--- config.mk ---
export PLATFORM = sky130hd
export DESIGN_NAME = reg_file_dump
export DESIGN_NICKNAME = d
export VERILOG_FILES = /design/src/rtl/reg_file_dump.sv
export SDC_FILE = /design/constraint.sdc
export NUM_CORES = 1
export LEC_CHECK = 0
export BUFFER_PORTS_ARGS = -buffer_cell sky130_fd_sc_hd__clkbuf_2
export CORE_MARGIN = 2
export CORE_UTILIZATION = 25
export CTS_CLUSTER_SIZE = 12
export DETAILED_ROUTE_END_ITERATION = 16
export SLEW_MARGIN = 20
export SYNTH_ARGS = -nofsm -noshare
export SYNTH_HDL_FRONTEND = slang
export SYNTH_SLANG_ARGS = --single-unit
--- constraint.sdc ---
create_clock -name clock -period 2 [get_ports clock]
set_input_delay 0.4 -clock clock [delete_from_list [all_inputs] [get_ports clock]]
set_output_delay 0.4 -clock clock [all_outputs]
set_load 0.005 [all_outputs]
--- src/rtl/reg_file_dump.sv ---
// Sequential debug reader for the register file: walks FIRST_REG..NUM_REGS-1 through
// one read port and streams each {address, data} pair out over a valid/ready interface.
module reg_file_dump #(
  parameter int NUM_REGS  = 32,
  parameter int ADDR_W    = 5,
  parameter int DATA_W    = 32,
  parameter int FIRST_REG = 0
) (
  input  logic              clock,
  input  logic              reset,
  input  logic              start,
  input  logic              abort,
  output logic [ADDR_W-1:0] rd_addr,
  input  logic [DATA_W-1:0] rd_data,
  output logic              out_valid,
  input  logic              out_ready,
  output logic [ADDR_W-1:0] out_addr,
  output logic [DATA_W-1:0] out_data,
  output logic              out_last,
  output logic              busy,
  output logic              done
);

  localparam logic [ADDR_W-1:0] LAST_IDX  = ADDR_W'(NUM_REGS - 1);
  localparam logic [ADDR_W-1:0] FIRST_IDX = ADDR_W'(FIRST_REG);

  typedef enum logic [1:0] {IDLE, FETCH, SEND} state_t;

  state_t              state_reg, state_next;
  logic [ADDR_W-1:0]   idx_reg, idx_next;
  logic                valid_reg, valid_next;
  logic [ADDR_W-1:0]   addr_reg, addr_next;
  logic [DATA_W-1:0]   data_reg, data_next;
  logic                last_reg, last_next;
  logic                busy_reg, busy_next;
  logic                done_reg, done_next;

  always_ff @(posedge clock or posedge reset) begin
    if (reset) begin
      state_reg <= IDLE;
      idx_reg   <= FIRST_IDX;
      valid_reg <= 1'b0;
      addr_reg  <= '0;
      data_reg  <= '0;
      last_reg  <= 1'b0;
      busy_reg  <= 1'b0;
      done_reg  <= 1'b0;
    end else begin
      state_reg <= state_next;
      idx_reg   <= idx_next;
      valid_reg <= valid_next;
      addr_reg  <= addr_next;
      data_reg  <= data_next;
      last_reg  <= last_next;
      busy_reg  <= busy_next;
      done_reg  <= done_next;
    end
  end

  always_comb begin
    state_next = state_reg;
    idx_next   = idx_reg;
    valid_next = valid_reg;
    addr_next  = addr_reg;
    data_next  = data_reg;
    last_next  = last_reg;
    done_next  = 1'b0;

    case (state_reg)
      IDLE: begin
        if (start) begin
          idx_next   = FIRST_IDX;
          state_next = FETCH;
        end
      end
      FETCH: begin
        if (abort) begin
          state_next = IDLE;
        end else begin
          data_next  = rd_data;
          addr_next  = idx_reg;
          last_next  = (idx_reg == LAST_IDX);
          valid_next = 1'b1;
          state_next = SEND;
        end
      end
      SEND: begin
        // abort wins over a simultaneous handshake: the word is dropped
        if (abort) begin
          valid_next = 1'b0;
          state_next = IDLE;
        end else if (out_ready) begin
          valid_next = 1'b0;
          if (last_reg) begin
            last_next  = 1'b0;
            done_next  = 1'b1;
            state_next = IDLE;
          end else begin
            idx_next   = idx_reg + 1'b1;
            state_next = FETCH;
          end
        end
      end
      default: begin
        valid_next = 1'b0;
        state_next = IDLE;
      end
    endcase
  end

  // busy is registered, so it follows the state being entered
  assign busy_next = (state_next != IDLE);

  assign rd_addr   = (state_reg == FETCH) ? idx_reg : '0;
  assign out_valid = valid_reg;
  assign out_addr  = addr_reg;
  assign out_data  = data_reg;
  assign out_last  = last_reg;
  assign busy      = busy_reg;
  assign done      = done_reg;

endmodule
==> results.toml, run 1 <==
[outcome]
status = "finished, final reports clean"

[detailed_routing]
drt-pass1-iter-count = 3
ant_nets = 0
routed_via_density = 4.25
avgRoutedWirePerCell_um = 13.0
drt_wl_total_mm = 4.22
drc = 0
vias = 1386
drt_iter0_markers = 13

[worst_setup_path]
critPathCaptureType = "output port"
regToRegEndpoint = "out_data[12]"
critPathSlowestCell = "dfrtp_1"
ff2ff_path_depth = 4
path_max_fanout = 7
setup.worst_path.class = "reg2out"
r2r_slack_ns = 0.48
cp-start-kind = "register"
worstPathRequired_ns = 1.60
slowest_delay_ns = 0.49
reg2reg_from = "state_reg[1]"
crit_chain = "nor2b_1 -> and2_1 -> clkbuf_2"
worstPathArrival_ns = 1.36

[power_and_ir_drop]
ir_worst_vdd_uv = 314
powerDensity_mw_per_mm2 = 1020
leakagePower_nw = 1.34
power_w = 0.00270

[placed_design]
port_buffers = 82
dp_slack_ns = 0.473
dp_hpwl_mm = 3.13
place.gp.congestion = 0.687

[timing]
hold_violations = 0
finalSetupTns_ns = 0
clock.fmax_ghz = 0.568
rsz0062_at_grt = "false"
worst_pin_slew_ns = 0.615
period_share_pct = 88.0
skew_ns = 0.00732
post-route-min-period_ns = 1.76
fin_ws_ns = 0.240
slew_headroom_pct = 59.0
fin_hold_ws_ns = 0.234
drv_slew = 0
finalSetupViolCount = 0

[global_route]
overflow = 0
antenna_found_initial = 0
grt_max_degree = 49
grt_util_all_layers_pct = 10.1
grt_pass1_wl_mm = 6.85
grt_pass1_vias = 1362

[floorplanning]
num_rows = 32
die-area_mm2 = 0.00885
core_area_mm2 = 0.00781
die_h_um = 94.1
num_io_pins = 83
fp.dieW_um = 94.1
initial_core_util_pct = 26.0

[clocking]
cts_setup_buffers = 0
cts_buffers = 5
postCtsHoldBufs = 0
cts_resized = 0
clk_pin_slew_worst_paths_ns = 0.09
clockBufferDepth = 2
cts_root_buffer = "clkbuf_8"
cts_tree = "done"
clock-sinks = 48
clkLatencyLatePin_ns = 0.30
htreeDepth = 2

[synth]
synth-main-ff-cell = "dfrtp_1"
ys_async_sr_fraction_pct = 100
syn_area_mm2 = 0.00203
ys_warn_count = 0
synth_cells = 135
synthDistinctLibCells = 30
synth_edf_count = 0
syn_area_per_cell_um2 = 15.0
ys_seq_area_share_pct = 59.2
syn-num-nets = 174
synth-seq-cells = 48

[run]
drv_cap = 0

[cells_and_area]
area_growth_pct = 31.1
fin_nets = 262
final_common_cell = "clkbuf_2"
layout_common_cells = "82 x clkbuf_2, 48 x dfrtp_1, 19 x mux2_4"
drive_gt1_share_pct = 51.8
n_antenna_cell = 0
largest_reg_flops = 32

[min_path]
hold_class = "in2async"
[cell type report]
class,count,area [um^2]
repair buffers,85,445
inverters,7,26.3
clock buffers,6,82.6
multi-input cells,76,768
flip-flops and latches,48,1200
fillers,790,5150
well taps,102,128
clock inverters,2,10.0
[worst max-delay path by stage]
stage                      start      endpoint  slack, ns  cells past startpoint
finish              state_reg[0]    rd_addr[2]       0.24                      3
global route        state_reg[0]    rd_addr[3]       0.16                      3
CTS                 state_reg[0]    rd_addr[2]       0.24                      3
detailed placement  state_reg[1]  out_data[12]       0.47                      4
global placement    state_reg[1]  out_data[12]       0.54                      4
floorplan                  reset          busy       0.46                      1
[layer usage]
metal | share of wire (%) | global-route usage, % | vias up
li1 | - | - | 642
met1 | 45 | 12.8 | 693
met2 | 46 | 15.8 | 45
met4 | 1.3 | 3.26 | 0
met3 | 6.9 | 3.77 | 6
met5 | 0 | 0 | -
[cells in the mapped netlist (2+ instances only)]
cell type / count / area share (%)
nand2b_1: 2 / 0.62
dfrtp_1: 48 / 59
mux2_1: 18 / 10
nand4bb_1: 2 / 1.1
ha_1: 2 / 1.2
o21ai_1: 2 / 0.49
buf_6: 3 / 1.7
mux2_4: 19 / 14
mux2i_1: 2 / 0.99
a2bb2oi_1: 3 / 1.3
nor2_1: 5 / 0.92
inv_1: 7 / 1.3
nand2_1: 2 / 0.37
and2_1: 3 / 0.92
nor2b_1: 2 / 0.62
[kinds of logic (layout without fill, tap and decap cells)]
kind of cell             Yosys count  after routing  synth area share (%)
buffers and inverters             11            100                  3.21
AND/OR/NAND/NOR                   23             23                  7.03
adder cells (fa/ha/maj)            2              2                  1.23
AO/OA/AOI/OAI                     12             12                  4.32
flip-flops                        48             48                  59.2
multiplexers                      39             39                  25.0
[through the flow]
step	instances	area (um^2)	util, %
after floorplan	135	2030	-
after global placement	318	2570	32.9
after detailed placement	318	2570	32.9
after CTS	326	2660	34.1
after global routing	326	2660	34.1
final	326	2660	34.1
[worst max-delay path, delay by kind of cell (launching register included)]
| kind | cells | cell delay [ns] |
|---|---|---|
| AND/OR/NAND/NOR | 2 | 0.47 |
| flip-flops | 1 | 0.49 |
| buffers and inverters | 1 | 0.11 |
[power breakdown]
group | total, W | switching, W | internal (W) | leakage [nW]
clock | 0.000598 | 0.000321 | 0.000277 | 0.0510
sequential | 0.00138 | 0.000150 | 0.00123 | 0.589
combinational | 0.000729 | 0.000277 | 0.000451 | 0.702
total | 0.00270 | 0.000749 | 0.00195 | 1.34
No activity file was read; power rests on OpenSTA's default activity.
==> run 2, diff against run 1 <==
--- a/config.mk
+++ b/config.mk
@@ -10,6 +10,7 @@
 export CORE_UTILIZATION = 25
 export CTS_CLUSTER_SIZE = 12
 export DETAILED_ROUTE_END_ITERATION = 16
+export RECOVER_POWER = 50
 export SLEW_MARGIN = 20
 export SYNTH_ARGS = -nofsm -noshare
 export SYNTH_HDL_FRONTEND = slang
==> results.toml, run 2 (synthesized netlist as in run 1, its figures left out) <==
[detailed_routing]
ant_nets = 0
drt_wl_total_mm = 4.24
drt-pass1-iter-count = 3
avgRoutedWirePerCell_um = 13.0
routed_via_density = 4.25
vias = 1384
drt_iter0_markers = 11
drc = 0

[timing]
skew_ns = 0.00674
fin_hold_ws_ns = 0.315
drv_slew = 0
slew_headroom_pct = 20.0
finalSetupTns_ns = 0
rsz0062_at_grt = "false"
hold_violations = 0
period_share_pct = 88.0
worst_pin_slew_ns = 1.20
clock.fmax_ghz = 0.568
finalSetupViolCount = 0
post-route-min-period_ns = 1.76

[worst_setup_path]
cp-start-kind = "register"
setup.worst_path.class = "reg2out"
worstPathRequired_ns = 1.60
path_max_fanout = 7
worstPathArrival_ns = 1.36
critPathSlowestCell = "dfrtp_1"
critPathCaptureType = "output port"
crit_chain = "nor2b_1 -> and2_1 -> clkbuf_2"
ff2ff_path_depth = 4
slowest_delay_ns = 0.49

[clocking]
clkLatencyLatePin_ns = 0.30
htreeDepth = 2
cts_tree = "done"
clockBufferDepth = 2
cts_buffers = 5
cts_root_buffer = "clkbuf_8"
clock-sinks = 48
cts_setup_buffers = 0
postCtsHoldBufs = 0
clk_pin_slew_worst_paths_ns = 0.09
cts_resized = 0

[min_path]
whs_path_depth = 2
hold_class = "in2reg"

[global_route]
antenna_found_initial = 0
use_met1_pct = 12.8
grt_pass1_vias = 1362
grt-busiest-layer = "met2"
grt_max_degree = 49
grt_pass1_wl_mm = 6.85
grtUsageMet3_pct = 3.77
overflow = 0
grt_util_all_layers_pct = 10.1
use_met2_pct = 15.8

[power_and_ir_drop]
powerDensity_mw_per_mm2 = 1020
leakagePower_nw = 1.31
power_w = 0.00269
ir_worst_vdd_uv = 313

[floorplanning]
die-area_mm2 = 0.00885
initial_core_util_pct = 26.0
num_rows = 32
die_h_um = 94.1
fp.dieW_um = 94.1
num_io_pins = 83
core_area_mm2 = 0.00781

[cells_and_area]
layout_common_cells = "73 x clkbuf_2, 48 x dfrtp_1, 19 x mux2_4"
largest_reg_flops = 32
final_common_cell = "clkbuf_2"
area_growth_pct = 30.4
fin_nets = 262
post-route-util_pct = 33.9
n_antenna_cell = 0
drive_gt1_share_pct = 46.9
finalInstanceArea_mm2 = 0.00265

[run]
drv_cap = 0

[placed_design]
dpl-instance-area_mm2 = 0.00257
place.gp.congestion = 0.687
port_buffers = 82
dp_hpwl_mm = 3.13

[outcome]
status = "finished, final reports clean"
-- run 2: cell counts in the layout (fill, tap and decap cells not counted) --
Identical to the previous run, type by type.
-- run 2: final cells by class --
class | instances | area (um^2)
Fill cell | 794 | 5160
Sequential cell | 48 | 1200
Multi-Input combinational cell | 76 | 768
Timing Repair Buffer | 85 | 430
Tap cell | 102 | 128
Clock buffer | 6 | 82.6
Inverter | 7 | 26.3
Clock inverter | 2 | 10.0
-- run 2: final timing paths --
| kind | slack [ns] | end | start |
|---|---|---|---|
| worst max register to register | 0.48 | out_data[12] | state_reg[1] |
| min in group asynchronous | 0.46 | out_data[28] | reset |
| worst min-delay path | 0.32 | out_data[15] | rd_data[15] |
| max in group asynchronous | 0.81 | out_data[0] | reset |
| worst max-delay path | 0.24 | rd_addr[2] | state_reg[0] |
| worst min register to register | 0.49 | out_data[7] | out_data[7] |
-- run 2: per-layer routing --
layer  routed length (um)  vias up
met5                    0        -
met4                   55        0
met3                  297        6
met2                 1990       45
met1                 1900      691
li1                     -      642
-- run 2: worst max-delay path, delay by kind of cell (launching register included) --
kind / cells / cell delay, ns
and+or+nand+nor: 2 / 0.47
DFF: 1 / 0.49
buffers and inverters: 1 / 0.11
-- run 2: per-stage QoR --
stage / setup WS (ns) / std cells
2_1_floorplan: 0.456 / 135
3_3_place_gp: 0.541 / 318
3_5_place_dp: 0.473 / 318
4_1_cts: 0.236 / 326
5_1_grt: 0.165 / 326
6_report: 0.240 / 326
-- run 2: where the power goes --
group / switching [W] / internal, W / leakage (nW) / total (W)
combinational: 0.000278 / 0.000436 / 0.672 / 0.000714
sequential: 0.000150 / 0.00123 / 0.589 / 0.00138
clock: 0.000320 / 0.000276 / 0.0510 / 0.000596
total: 0.000748 / 0.00194 / 1.31 / 0.00269
